## src/rtl/seg7_pkg.sv

```systemverilog
// rtl/seg7_pkg.sv - shared types, constants and helpers for the 7-segment scan controller
package seg7_pkg;

    typedef enum logic [1:0] {IDLE, BLANK, ON, OFF} state_t;
    typedef logic [7:0] seg_t;

    localparam seg_t       SEG_BLANK = 8'h00;
    localparam logic [3:0] DIG_NONE  = 4'hF;

    function automatic seg_t digit_seg(input logic [31:0] frame, input logic [1:0] idx);
        return frame[{idx, 3'b000} +: 8];
    endfunction

    // Active-low one-cold digit select.
    function automatic logic [3:0] dig_sel(input logic [1:0] idx);
        return ~(4'b0001 << idx);
    endfunction

endpackage

```

## src/rtl/seg7_slot_timer.sv

```systemverilog
// rtl/seg7_slot_timer.sv - per-slot cycle counter with blank/on/slot end strobes
module seg7_slot_timer #(
    parameter int SCAN_DIV  = 6750,
    parameter int BLANK_CYC = 64
) (
    input  logic       clk,
    input  logic       nrst,
    input  logic       clear,
    input  logic [3:0] b_l,
    output logic       blank_end,
    output logic       on_end,
    output logic       slot_end
);

    localparam int CW      = $clog2(SCAN_DIV);
    localparam int W       = CW + 1;
    localparam int ON_STEP = (SCAN_DIV - BLANK_CYC) / 15;

    logic [CW-1:0] cnt;
    logic [W-1:0]  on_len;
    logic [W-1:0]  on_last;

    // One extra bit keeps BLANK_CYC + 15*ON_STEP from wrapping.
    assign on_len  = W'(b_l) * W'(ON_STEP);
    assign on_last = W'(BLANK_CYC) + on_len - W'(1);

    assign blank_end = (cnt == CW'(BLANK_CYC - 1));
    assign on_end    = ({1'b0, cnt} == on_last);
    assign slot_end  = (cnt == CW'(SCAN_DIV - 1));

    always_ff @(posedge clk or negedge nrst) begin
        if (!nrst) begin
            cnt <= '0;
        end else if (clear || slot_end) begin
            cnt <= '0;
        end else begin
            cnt <= cnt + 1'b1;
        end
    end

endmodule

```

## src/rtl/seg7_scan_ctrl.sv

```systemverilog
// rtl/seg7_scan_ctrl.sv - 4-digit 7-segment scan controller with double-buffered frames and PWM brightness
module seg7_scan_ctrl
    import seg7_pkg::*;
#(
    parameter int SCAN_DIV  = 6750,
    parameter int BLANK_CYC = 64
) (
    input  logic        clk,
    input  logic        nrst,
    input  logic        enable,
    input  logic [3:0]  bright,
    input  logic [31:0] frame_in,
    input  logic        frame_valid,
    output logic        frame_ready,
    output seg_t        seg,
    output logic [3:0]  dig,
    output logic [1:0]  digit_idx,
    output logic        frame_start
);

    state_t      state;
    logic [3:0]  b_l;
    logic [31:0] active_frame;
    logic [31:0] pend_frame;
    logic        clear;
    logic        blank_end;
    logic        on_end;
    logic        slot_end;
    logic        frame_swap;
    logic [1:0]  next_idx;

    assign clear      = (state == IDLE) || !enable;
    assign frame_swap = slot_end && (digit_idx == 2'd3) && (state != IDLE);
    assign next_idx   = digit_idx + 2'd1;

    seg7_slot_timer #(
        .SCAN_DIV  (SCAN_DIV),
        .BLANK_CYC (BLANK_CYC)
    ) u_timer (
        .clk       (clk),
        .nrst      (nrst),
        .clear     (clear),
        .b_l       (b_l),
        .blank_end (blank_end),
        .on_end    (on_end),
        .slot_end  (slot_end)
    );

    // frame_ready low doubles as the pending-valid flag.
    always_ff @(posedge clk or negedge nrst) begin
        if (!nrst) begin
            active_frame <= '0;
            pend_frame   <= '0;
            frame_ready  <= 1'b1;
        end else if (!frame_ready && (frame_swap || state == IDLE)) begin
            active_frame <= pend_frame;
            frame_ready  <= 1'b1;
        end else if (frame_valid && frame_ready) begin
            pend_frame  <= frame_in;
            frame_ready <= 1'b0;
        end
    end

    always_ff @(posedge clk or negedge nrst) begin
        if (!nrst) begin
            state       <= IDLE;
            b_l         <= '0;
            digit_idx   <= '0;
            seg         <= SEG_BLANK;
            dig         <= DIG_NONE;
            frame_start <= 1'b0;
        end else begin
            frame_start <= 1'b0;
            if (!enable) begin
                state     <= IDLE;
                digit_idx <= '0;
                seg       <= SEG_BLANK;
                dig       <= DIG_NONE;
            end else begin
                case (state)
                    IDLE: begin
                        state       <= BLANK;
                        digit_idx   <= '0;
                        b_l         <= bright;
                        frame_start <= 1'b1;
                    end
                    BLANK: begin
                        if (blank_end) begin
                            if (b_l != 4'd0) begin
                                state <= ON;
                                seg   <= digit_seg(active_frame, digit_idx);
                                dig   <= dig_sel(digit_idx);
                            end else begin
                                state <= OFF;
                            end
                        end
                    end
                    ON: begin
                        if (on_end) begin
                            seg <= SEG_BLANK;
                            dig <= DIG_NONE;
                            if (slot_end) begin
                                state       <= BLANK;
                                digit_idx   <= next_idx;
                                b_l         <= bright;
                                frame_start <= (next_idx == 2'd0);
                            end else begin
                                state <= OFF;
                            end
                        end
                    end
                    OFF: begin
                        if (slot_end) begin
                            state       <= BLANK;
                            digit_idx   <= next_idx;
                            b_l         <= bright;
                            frame_start <= (next_idx == 2'd0);
                        end
                    end
                    default: begin
                        state <= IDLE;
                        seg   <= SEG_BLANK;
                        dig   <= DIG_NONE;
                    end
                endcase
            end
        end
    end

endmodule

```

## config.mk

```make
export PLATFORM = sky130hd
export DESIGN_NAME = seg7_scan_ctrl
export DESIGN_NICKNAME = d
export VERILOG_FILES = /design/src/rtl/seg7_pkg.sv /design/src/rtl/seg7_slot_timer.sv /design/src/rtl/seg7_scan_ctrl.sv
export SDC_FILE = /design/constraint.sdc
export NUM_CORES = 1
export LEC_CHECK = 0
export ABC_AREA = 1
export CAP_MARGIN = 0
export CORE_MARGIN = 1
export CORE_UTILIZATION = 50
export CTS_CLUSTER_DIAMETER = 50
export DETAILED_ROUTE_END_ITERATION = 8
export PLACE_DENSITY = 0.77
export SLEW_MARGIN = 20
export SYNTH_ARGS = -nofsm -noshare
export SYNTH_HDL_FRONTEND = slang
export SYNTH_SLANG_ARGS = --single-unit
```

## constraint.sdc

```tcl
create_clock -name clk -period 5 [get_ports clk]
set_input_delay 1.25 -clock clk [delete_from_list [all_inputs] [get_ports clk]]
set_output_delay 1.25 -clock clk [all_outputs]
set_load 0.03 [all_outputs]
```

==> results of run 1 <==
-- logic make-up (layout without fill, tap and decap cells) --
| group | count (synthesis) | in the layout | share of synthesized area [%] |
|---|---|---|---|
| xor+xnor | 17 | 17 | 2.518 |
| buf+inv | 124 | 176 | 8.083 |
| mux | 11 | 11 | 2.095 |
| flops | 99 | 99 | 42.00 |
| simple gates | 308 | 308 | 23.13 |
| fa+ha+maj | 50 | 50 | 11.47 |
| compound gates | 117 | 117 | 10.71 |
-- layer usage --
layer,up-vias,wire (µm)
met1,2315,6051
li1,2424,-
met3,14,636
met4,0,173
met2,122,6479
met5,-,0
-- per-stage QoR --
step	worst slack, ns	utilization (%)	hold slack [ns]	area, µm²
after detailed placement	0.9203	57.27	0.4589	6568
after CTS	0.9236	60.04	0.4695	6885
after floorplan	1.462	-	0.4478	5913
final	0.9741	60.04	0.4659	6885
after global placement	1.082	57.27	0.4522	6568
after global routing	0.6103	60.04	0.4870	6885
-- sequential cells by signal (all words and copies together), names as in the netlist, 2 cells and up --
signal,cells
digit_idx,2
seg,8
pend_frame,32
active_frame,32
u_timer.cnt,13
b_l,4
dig,4
state,2
-- layout make-up --
class,count,area [µm²]
Fill cell,972,4582
Sequential cell,99,2484
Tap cell,143,178.9
Inverter,102,382.9
Timing Repair Buffer,58,570.5
Clock inverter,7,92.59
Multi-Input combinational cell,503,2952
Clock buffer,9,225.2
-- tightest hold or removal path, cell delays in order (launching register included) --
cell and delay, ns:
dfstp_2 0.37, nand2_1 0.05, nand2_1 0.04
-- worst max-delay path by stage --
| stage | start | endpoint | cells past startpoint |
|---|---|---|---|
| 5_1_grt | b_l[2]$_DFFE_PN0P_ | seg[1]$_DFFE_PN0P_ | 18 |
| 4_1_cts | b_l[1]$_DFFE_PN0P_ | seg[0]$_DFFE_PN0P_ | 16 |
| 3_3_place_gp | b_l[1]$_DFFE_PN0P_ | seg[3]$_DFFE_PN0P_ | 20 |
| 6_report | b_l[2]$_DFFE_PN0P_ | seg[1]$_DFFE_PN0P_ | 18 |
| 3_5_place_dp | b_l[2]$_DFFE_PN0P_ | seg[0]$_DFFE_PN0P_ | 16 |
| 2_1_floorplan | b_l[2]$_DFFE_PN0P_ | seg[0]$_DFFE_PN0P_ | 19 |
-- synthesized netlist by cell type, drive strengths merged --
library cell / count / area [µm²]
nor3: 7 / 40.04
nand3: 38 / 220.2
o311ai: 1 / 26.28
o211ai: 1 / 7.510
a21oi: 58 / 290.3
fa: 7 / 140.1
nor4: 1 / 6.260
or2: 1 / 6.260
mux2: 11 / 123.9
clkinv: 2 / 7.510
inv: 100 / 375.4
o22a: 1 / 8.760
dfstp: 5 / 131.4
dfrtp: 94 / 2352
nand4: 18 / 112.6
xor2: 9 / 78.83
buf: 3 / 23.77
nor2: 91 / 351.6
a31oi: 1 / 6.260
ha: 43 / 538.0
xnor2: 8 / 70.07
and2: 1 / 6.260
nor3b: 6 / 45.04
clkbuf: 19 / 71.32
nand2: 144 / 573.1
o21ai: 48 / 240.2
a32oi: 1 / 8.760
a21o: 2 / 15.01
o21a: 4 / 30.03
and3: 1 / 6.260
-- placed cells by master, fill, tap and decap left out, drive strengths merged, types with 2 or more instances in the layout --
| master | netlist | final |
|---|---|---|
| nand3 | 38 | 38 |
| xnor2 | 8 | 8 |
| clkdlybuf4s50 | 0 | 54 |
| clkbuf | 19 | 9 |
| xor2 | 9 | 9 |
| fa | 7 | 7 |
| mux2 | 11 | 11 |
| buf | 3 | 4 |
| dfstp | 5 | 5 |
| inv | 100 | 104 |
| nand4 | 18 | 18 |
| ha | 43 | 43 |
| o21ai | 48 | 48 |
| clkinv | 2 | 4 |
| dfrtp | 94 | 94 |
| a21oi | 58 | 58 |
| o21a | 4 | 4 |
| a21o | 2 | 2 |
| nand2 | 144 | 144 |
| nor2 | 91 | 91 |
| nor3b | 6 | 6 |
| nor3 | 7 | 7 |
==> results by stage, run 1 <==
Worst hold path:
- The type of the worst min-delay path is reg2reg.
- The worst hold path was traced through 2 stages.
- The origin of the worst min-delay path is dig[1]$_DFFE_PN1P_.
- For hold timing, the worst endpoint is dig[1]$_DFFE_PN1P_.

Finish:
- The number of standard cells in the layout, taps in and fillers out is 921.
- The number of antenna diodes is 0.
- The count of nets after finishing is 863.
- Relative to the synthesized area, the layout overhead comes to 16.44%.
- Cells with a size suffix above 1 make up 7.712% of the layout.

Clocking:
- TritonCTS built the clock tree.
- The clock insertion delay at the later pin of the skew report is 0.35 ns.
- The count of cells resized by post-cts repair is 0.
- The maximum level of the CTS H-tree is 3.
- The hold buffer count at cts is 0.
- The deepest clock path buffer count is 2.
- The TritonCTS buffer count is 9.
- After clock tree synthesis, the setup repair step added 0 buffers.
- In this run the clock root is driven by a clkbuf_16.
- After clock tree synthesis, the clock-pin slew on the worst setup and hold paths is 0.07 ns.
- The clock drives 99 sinks.

Critical path:
- The signal on the critical path passes through inv_1 -> fa_1 -> inv_1 -> ha_1 -> ha_1 -> ha_1 -> a21oi_1 -> nor2_1 -> nor2_1 -> nand3_1 -> nand2_1 -> nand2_1 -> nor2_2 -> nand3_2 -> nand3_4 -> nand3_4 -> nand2_2 -> nand2_1.
- The largest single stage delay on the critical path is 0.63 ns.
- Among cell families on the critical path, the largest total delay comes from adder cells.
- The slowest cell on the critical path is fa_1.
- The maximum fanout count along the critical path is 17.
- The critical path class is reg2reg.
- The reg-to-reg critical path endpoint is seg[1]$_DFFE_PN0P_.
- The depth of the worst register-to-register path is 18.
- The source of the worst register-to-register timing path is b_l[2]$_DFFE_PN0P_.
- The worst endpoint required time is 5.24 ns.
- Data on the critical path arrives at its endpoint at 4.26 ns.
- The buffer and inverter count on the worst path is 2.
- The worst setup path is captured at a flop.
- The kind of start point of the critical path is a flop.
- The worst register-to-register path has a setup slack of 0.97 ns.

Global route:
- After global routing, the most crowded layer is met2.
- The first-pass GRT wire length is 22660 µm.
- Global routing used 22.88% of the available tracks.
- The via count of the first global-routing pass was 4813.
- After global routing the overflow that remains totals 0.
- For this run, global-route usage on met3 was measured as 4.374%.
- For met1 alone, demand over resource in global routing was 30.01%.
- The largest net degree at the start of global routing is 71.
- The initial antenna violation count came to 0.
- The global routing met2 resource utilization is 37.97%.

Die:
- The floorplan has 39 rows.
- The initial utilization of the core area, before any placement, comes to 51.57%.
- In this run the horizontal extent of the chip is 110.8 µm.
- The floorplan step set the die height to 110.8 µm.
- The I/O pin count is 56.
- The core region area is 11470 µm².
- The die area is 12270 µm².

Route:
- The post-detailed-route DRC marker count is 0.
- After detailed routing, the total wire length is 13340 µm.
- The remaining antenna violation count after routing is 0.
- The detailed router's first-iteration violation count is 343.
- The via total after detailed routing is 4875.
- Using the TritonRoute via totals, the vias-per-cell ratio works out to 5.293.
- The mean routed wirelength per cell is 14.49 µm.
- The first detailed-routing pass took 5 iterations.

Run status:
- The run finished with clean final reports.

Timing:
- The final max-slew violation count was 0.
- Subtracting the final worst setup slack from the clock period gives 4.026 ns.
- The final cycle utilization of the critical path is 80.52%.
- In this run the tightest slew margin relative to its limit is 42.39%.
- The worst-margin pin slew is 0.8641 ns.
- On the final layout, the worst clock skew is 0.009066 ns.
- The number of hold violations in the final report is 0.
- The setup-violating endpoint count in the final report is 0.
- Based on the critical path, the design can be clocked at up to 248.4 MHz.
- The aggregate negative setup slack is 0 ns.
- Setup repair after global routing left no endpoint under its margin.

Place:
- The last weighted congestion value of the routability-driven placer is 0.9610.
- Detailed placement finished with a half-perimeter wire length of 10110 µm.
- During placement, the flow inserted port buffers numbering 55.
- The number of placed instances, taps included, is 905.

Logic synthesis:
- After synthesis, the mean cell area works out to 8.145 µm².
- The number of warnings issued by yosys is 0.
- The cell count after synthesis is 726.
- The netlist area before placement is 5913 µm².
- The net count of the mapped netlist is 816.
- Counting flops and latches in the post-synthesis netlist gives 99.
- The number of different library cells used by synthesis comes to 38.
- The register area share after synthesis is 42.00%.

Run:
- The number of max-cap violations is 0.
Power of run 1 is left out: the tool's default activity adds up to more than one toggle a clock period on the data nets, which glitch-free logic cannot reach.
==> run 2: changes to the inputs <==
--- a/config.mk
+++ b/config.mk
@@ -11,7 +11,7 @@
 export CORE_UTILIZATION = 50
 export CTS_CLUSTER_DIAMETER = 50
 export DETAILED_ROUTE_END_ITERATION = 8
-export PLACE_DENSITY = 0.77
+export PLACE_DENSITY = 0.8
 export SLEW_MARGIN = 20
 export SYNTH_ARGS = -nofsm -noshare
 export SYNTH_HDL_FRONTEND = slang
==> constraint.sdc (replaced) <==
create_clock -name clk -period 3.5 [get_ports clk]
set_input_delay 0.875 -clock clk [delete_from_list [all_inputs] [get_ports clk]]
set_output_delay 0.875 -clock clk [all_outputs]
set_load 0.03 [all_outputs]
==> run 2 against run 1 <==
  * Critical path depth rose by 3
  * Critical path type unchanged
  * Setup slack got worse by 0.94 ns
  * Global-route usage up 0.70 points
  * Core utilization up 4.1 points
  * Clock skew decreased by 0.0024 ns
  * Worst hold slack barely moved
  * Cell count up 2.9%
  * Die area is the same
  * Largest cell class unchanged
==> results by stage, run 2 (synthesized netlist as in run 1, its figures left out) <==
Timing:
- The worst-margin pin slew is 0.8371 ns.
- The aggregate negative setup slack is 0 ns.
- Headroom to the max-slew limit came out at 44.06%.
- The final max-slew violation count is 0.
- The setup-violating endpoint count in the final report is 0.
- The final critical path takes up 98.97% of the cycle.
- Setup repair after global routing could not meet its margin everywhere.
- The number of hold violations in the final report is 0.
- The worst setup skew after layout is 0.006712 ns.
- The maximum operating frequency is 288.7 MHz.
- After layout, the minimum clock period comes to 3.464 ns.

Route:
- Signal routing reaches up to met4.
- The number of iterations in the first detailed-routing pass is 5.
- The via density per instance is 5.268.
- The detailed router's first-iteration violation count is 327.
- The via total after detailed routing is 4994.
- The final layout contains routed wiring with a total length of 13680 µm.
- In this run the remaining antenna-violating nets after routing total 0.
- The total length of routed met3 wires is 591 µm.
- In the routed design, unresolved DRC markers number 0.
- Dividing the detail-routed wire length by the instance count gives 14.43 µm.
- The wire length on met2 is 6673 µm.
- The detailed router put a total of 6224 µm of wire on met1.

Clocking:
- The number of sinks driven by the clock tree is 99.
- The clock tree synthesis step divided the H-tree into 3 levels.
- The TritonCTS buffer count is 9.
- Clock-pin slew was measured on the worst setup and hold paths at 0.06 ns.
- Clock latency on the worst-skew pair, taken at its later pin, is 0.35 ns.
- The CTS tree is done.
- The tree is rooted in a clkbuf_16.
- The hold buffer count at cts is 0.
- The deepest clock path buffer count is 2.

Global route:
- The first-pass GRT wire length is 23250 µm.
- The via count of the first global-routing pass is 4964.
- After global routing the overflow that remains totals 0.
- The initial antenna violation count is 0.
- Entering global routing, the biggest net connects 51 pins.
- The overall global routing resource usage is 23.58%.

Critical path:
- Of all nets on the critical path, the largest fanout is 8.
- The data arrival time of the critical path is 3.70 ns.
- The worst endpoint required time is 3.73 ns.
- The critical path capture point type is a flop.
- The worst setup path startpoint is b_l[3]$_DFFE_PN0P_.
- For flop-to-flop paths, the worst setup slack is 0.04 ns.
- The critical path class is reg2reg.
- STA classifies the critical path startpoint as a flop.
- The worst register-to-register path begins at b_l[3]$_DFFE_PN0P_.

Finish:
- The net count of the finished layout is 890.
- The number of antenna diodes is 0.
- In the layout the commonest cells are nand2_1, inv_1, dfrtp_1, nor2_1, a21oi_1.
- The area growth from synthesis to layout is 24.38%.
- After filler insertion, the fill cell instance count of the layout stands at 924.
- Of the cells placed in the final design, the portion with a size suffix greater than 1 is 15.28%.
- In the final layout, the registers with the most flip-flops are active_frame: 32 flops, pend_frame: 32 flops, u_timer.cnt: 13 flops.
- Leaving out fill and tap cells, the most frequent cell in the layout is nand2_1.
- The number of standard cells in the layout, taps in and fillers out is 948.

Place:
- The placed cell count is 928.
- Summed over all nets, the half-perimeter wirelength after detailed placement is 10240 µm.
- Routability-driven placement finished with a final weighted congestion of 0.8771.
- In this run the tool buffered the top-level ports with 55 buffer cells.

Worst hold path:
- The type of the worst min-delay path is reg2reg.
- The origin of the worst min-delay path is dig[3]$_DFFE_PN1P_.

Die:
- Measured along the y axis, the die boundary spans 110.8 µm.
- The standard-cell row count is 39.
- The die covers 12270 µm².
- The horizontal extent of the die is 110.8 µm.
- The core region area is 11470 µm².
- The I/O pin count is 56.
- The initial utilization of the core area, before any placement, comes to 51.57%.

Run status:
- The run finished with clean final reports.

Run:
- Max-cap violations in this run came to 0.
## run 2: repair_timing
| item | CTS | global route |
|---|---|---|
| resized for setup | 18 | 28 |
| setup endpoints to repair | 20 | 21 |
| setup buffers | 2 | 0 |
| cloned | 2 | 0 |
| pin swaps | 1 | 21 |
## run 2: metal layers
layer	global-route usage, %	vias to the layer above
li1	-	2472
met5	0	-
met4	7.556	0
met2	38.92	132
met3	3.773	18
met1	31.81	2372
## run 2: stage by stage
step                setup slack (ns)  area (µm²)  hold WS (ns)  util [%]
finish                       0.03622        7355        0.4661     64.14
CTS                         0.004826        7204        0.4684     62.83
detailed placement           -0.2109        6754        0.4578     58.90
global placement             -0.1876        6754        0.4544     58.90
floorplan                    0.01272        5914        0.4478         -
global route                 -0.1608        7355        0.4850     64.14
## run 2: cell type report
cell class / instances / area (µm²) / share of cell area [%]
Multi-Input combinational cell: 504 / 3196 / 43.45
Sequential cell: 99 / 2485 / 33.79
Timing Repair Buffer: 84 / 785.8 / 10.68
Inverter: 102 / 382.9 / 5.206
Clock buffer: 11 / 242.7 / 3.300
Tap cell: 143 / 178.9 / 2.433
Clock inverter: 5 / 83.83 / 1.140
## run 2: critical path, stage by stage (launching register included)
cell and delay [ns]:
dfrtp_1 0.40, buf_4 0.17, ha_1 0.30, xor2_1 0.17, ha_1 0.18, a21o_1 0.18
ha_4 0.28, ha_4 0.22, nand2_2 0.11, inv_1 0.06, a21oi_2 0.20, nand3_2 0.11
nand2_1 0.07, nand2_1 0.06, inv_1 0.06, nand2_1 0.05, nor2_2 0.10, nand3_2 0.14
nand3_4 0.16, nand3_4 0.15, nand2_2 0.13, nand2_2 0.05
## run 2: path summary, 6_finish.rpt
path,end,depth (start not counted)
setup / recovery,seg[5]$_DFFE_PN0P_,21
hold / removal,dig[3]$_DFFE_PN1P_,2
setup reg to reg,seg[5]$_DFFE_PN0P_,21
max in group asynchronous,frame_ready$_DFFE_PN1P_,2
hold reg to reg,dig[3]$_DFFE_PN1P_,2
min in group asynchronous,seg[1]$_DFFE_PN0P_,1
Power of run 2 is left out for the same reason.
==> run 3: changes to the inputs <==
--- a/config.mk
+++ b/config.mk
@@ -8,10 +8,10 @@
 export ABC_AREA = 1
 export CAP_MARGIN = 0
 export CORE_MARGIN = 1
-export CORE_UTILIZATION = 50
+export CORE_UTILIZATION = 52
 export CTS_CLUSTER_DIAMETER = 50
 export DETAILED_ROUTE_END_ITERATION = 8
-export PLACE_DENSITY = 0.8
+export PLACE_DENSITY = 0.82
 export SLEW_MARGIN = 20
 export SYNTH_ARGS = -nofsm -noshare
 export SYNTH_HDL_FRONTEND = slang
==> run 3 against run 2 <==
  * The flow now finishes with violations (negative setup slack)
  * Critical path type unchanged
  * First-iteration DRC count is 18% higher
  * Global-route usage rose by 1.6 points
  * Sequential share of layout area grew 0.098 points
  * Setup slack got worse by 0.050 ns
  * Cell count did not move
  * Clock skew grew 0.0030 ns
  * Cell area decreased by 0.29%
  * Register-to-register slack worse by 0.05 ns
  * Core utilization rose by 2.9 points
==> results by stage, run 3 (synthesized netlist as in run 1, its figures left out) <==
Run status:
- The run finished, with violations left.
- The final reports fail on negative setup slack.

Finish:
- The growth of design area from synthesis to finish is 24.02%.
- The library cell used most frequently in the layout, excluding fill and tap cells, is nand2_1.
- The final design instance area without fill is 7333 µm².
- The share of post-route cells with drive strength above 1 is 15.10%.
- The number of antenna diodes is 0.
- Leaving out fill and tap cells, the most frequent cells in the layout are nand2_1, inv_1, dfrtp_1, nor2_1, a21oi_1.
- The number of standard cells in the layout, taps in and fillers out is 948.
- The largest registers in the layout are active_frame: 32 flops, pend_frame: 32 flops, u_timer.cnt: 13 flops.
- The count of nets after finishing is 893.

Global route:
- The initial antenna violation count is 0.
- The via count of the first global-routing pass was 4842.
- Entering global routing, the biggest net connects 65 pins.
- The overflow left after global routing is 0.
- The overall global routing resource usage is 25.18%.
- The first-pass GRT wire length is 23050 µm.

Worst hold path:
- The type of the worst min-delay path is reg2reg.
- The origin of the worst min-delay path is dig[2]$_DFFE_PN1P_.
- The worst hold path passes through 2 cells.

Die:
- The initial core utilization is 54.07%.
- The total area inside the core boundary comes to 10940 µm².
- The floorplan step set the die height to 108.6 µm.
- The I/O pin count is 56.
- The floorplan has 38 rows.
- The floorplan step defined a die boundary enclosing 11800 µm².
- The floorplan step set the die width to 108.6 µm.

Route:
- In this run the remaining antenna-violating nets after routing total 0.
- The post-detailed-route DRC marker count is 0.
- The number of iterations in the first detailed-routing pass is 5.
- The via total after detailed routing is 5104.
- The mean routed wirelength per cell is 15.45 µm.
- After detailed routing, the number of vias per cell comes to 5.384.
- The first routing iteration left 387 violations.
- The final layout contains routed wiring with a total length of 14650 µm.

Place:
- The number of port buffers is 55.
- The placed cell area is 6728 µm².
- The number of placed instances, taps included, is 922.
- The last weighted congestion value of the routability-driven placer is 0.8955.
- The half-perimeter wire length of the detailed placement result is 10390 µm.

Critical path:
- For the worst setup path, the data required time is 3.73 ns.
- STA classifies the critical path endpoint as a flop.
- The source of the worst register-to-register timing path is b_l[3]$_DFFE_PN0P_.
- The worst setup path startpoint is b_l[3]$_DFFE_PN0P_.
- The kind of start point of the critical path is a flop.
- For the worst flop-to-flop path, the logic depth is 15.
- Along the worst path, the maximum fanout reaches 7.
- The setup path with the least slack is of type reg2reg.
- Data on the critical path arrives at its endpoint at 3.74 ns.

Timing:
- The final max-slew violation count came to 0.
- Timing would allow up to 284.6 MHz.
- The worst setup skew after layout is 0.009681 ns.
- For the finished layout, the period the worst path requires is 3.514 ns.
- After layout, the worst path uses 100.4% of the clock period.
- The number of hold violations in the final report is 0.
- The setup slack after layout is -0.01376 ns.
- At the pin with the least slew margin, the transition time is 0.9984 ns.
- Headroom to the max-slew limit came out at 33.28%.
- Setup repair after global routing could not meet its margin everywhere.
- The setup-violating endpoint count in the final report is 3.

Clocking:
- Clock tree synthesis found a total of 99 sinks.
- The CTS tree is done.
- The clock insertion delay at the later pin of the skew report is 0.34 ns.
- Clock-pin slew was measured on the worst setup and hold paths at 0.08 ns.
- No sink is reached through more buffers than the 2 on the longest clock path.
- The maximum level of the CTS H-tree is 3.
- The hold buffer count at cts is 0.
- The root buffer cell chosen for the clock tree is clkbuf_16.
- Clock tree synthesis inserted a total of 9 buffers.

Run:
- The number of max-cap violations is 0.
[run 3: cell count changes in the layout (fill, tap and decap cells not counted), moves of 2 or more]
cell and change:
clkinvlp_4 -2, nand2_1 -2, buf_4 +3, clkinv_4 +2
[run 3: timing repair]
action | in CTS | in global routing
resized for setup | 13 | 28
endpoints found under the setup margin | 17 | 20
gates cloned | 1 | 0
pin swaps | 4 | 17
hold endpoints to repair | 0 | 0
setup buffers | 2 | 7
[run 3: cell type report]
cell class                 count  area [µm²]
clock inverter                 6       83.83
sequential                    99        2485
timing repair buffer          87       808.3
multi-input combinational    504        3169
clock buffer                  10       229.0
fill                         869        3602
inverter                     102       382.9
tap                          140       175.2
[run 3: worst max-delay path, cell delays in order, from the launching register on]
cell	delay [ns]
dfrtp_1	0.43
inv_2	0.13
fa_1	0.48
buf_6	0.15
fa_1	0.48
ha_4	0.33
buf_4	0.12
xnor2_2	0.11
xor2_1	0.24
nand2_1	0.10
nor3_2	0.20
nand3_2	0.14
nand3_4	0.15
nand3_4	0.16
nand2_2	0.14
nand2_1	0.06
[run 3: layer usage]
layer | vias to the layer above | global-route usage, % | routed length [µm]
li1 | 2490 | - | -
met1 | 2438 | 33.99 | 6448
met2 | 146 | 41.64 | 7309
met3 | 30 | 3.048 | 565
met4 | 0 | 9.459 | 326
met5 | - | 0 | 0
[run 3: path summary, 6_finish.rpt]
path	end	slack, ns
setup reg to reg	seg[3]$_DFFE_PN0P_	-0.01
max in group asynchronous	frame_ready$_DFFE_PN1P_	2.19
min in group asynchronous	seg[6]$_DFFE_PN0P_	0.55
hold / removal	dig[2]$_DFFE_PN1P_	0.47
setup / recovery	seg[3]$_DFFE_PN0P_	-0.01
hold reg to reg	dig[2]$_DFFE_PN1P_	0.47
[run 3: per-stage QoR]
step / setup TNS [ns] / setup WS, ns / hold slack, ns / util [%]
5_1_grt: -3.299 / -0.2272 / 0.4917 / 67.06
4_1_cts: -0.007313 / -0.005039 / 0.4704 / 65.24
3_5_place_dp: -1.620 / -0.1254 / 0.4584 / 61.52
3_3_place_gp: -0.6793 / -0.05620 / 0.4572 / 61.52
2_1_floorplan: 0 / 0.01272 / 0.4478 / -
6_report: -0.03129 / -0.01376 / 0.4697 / 67.06
Power of run 3 is left out for the same reason.
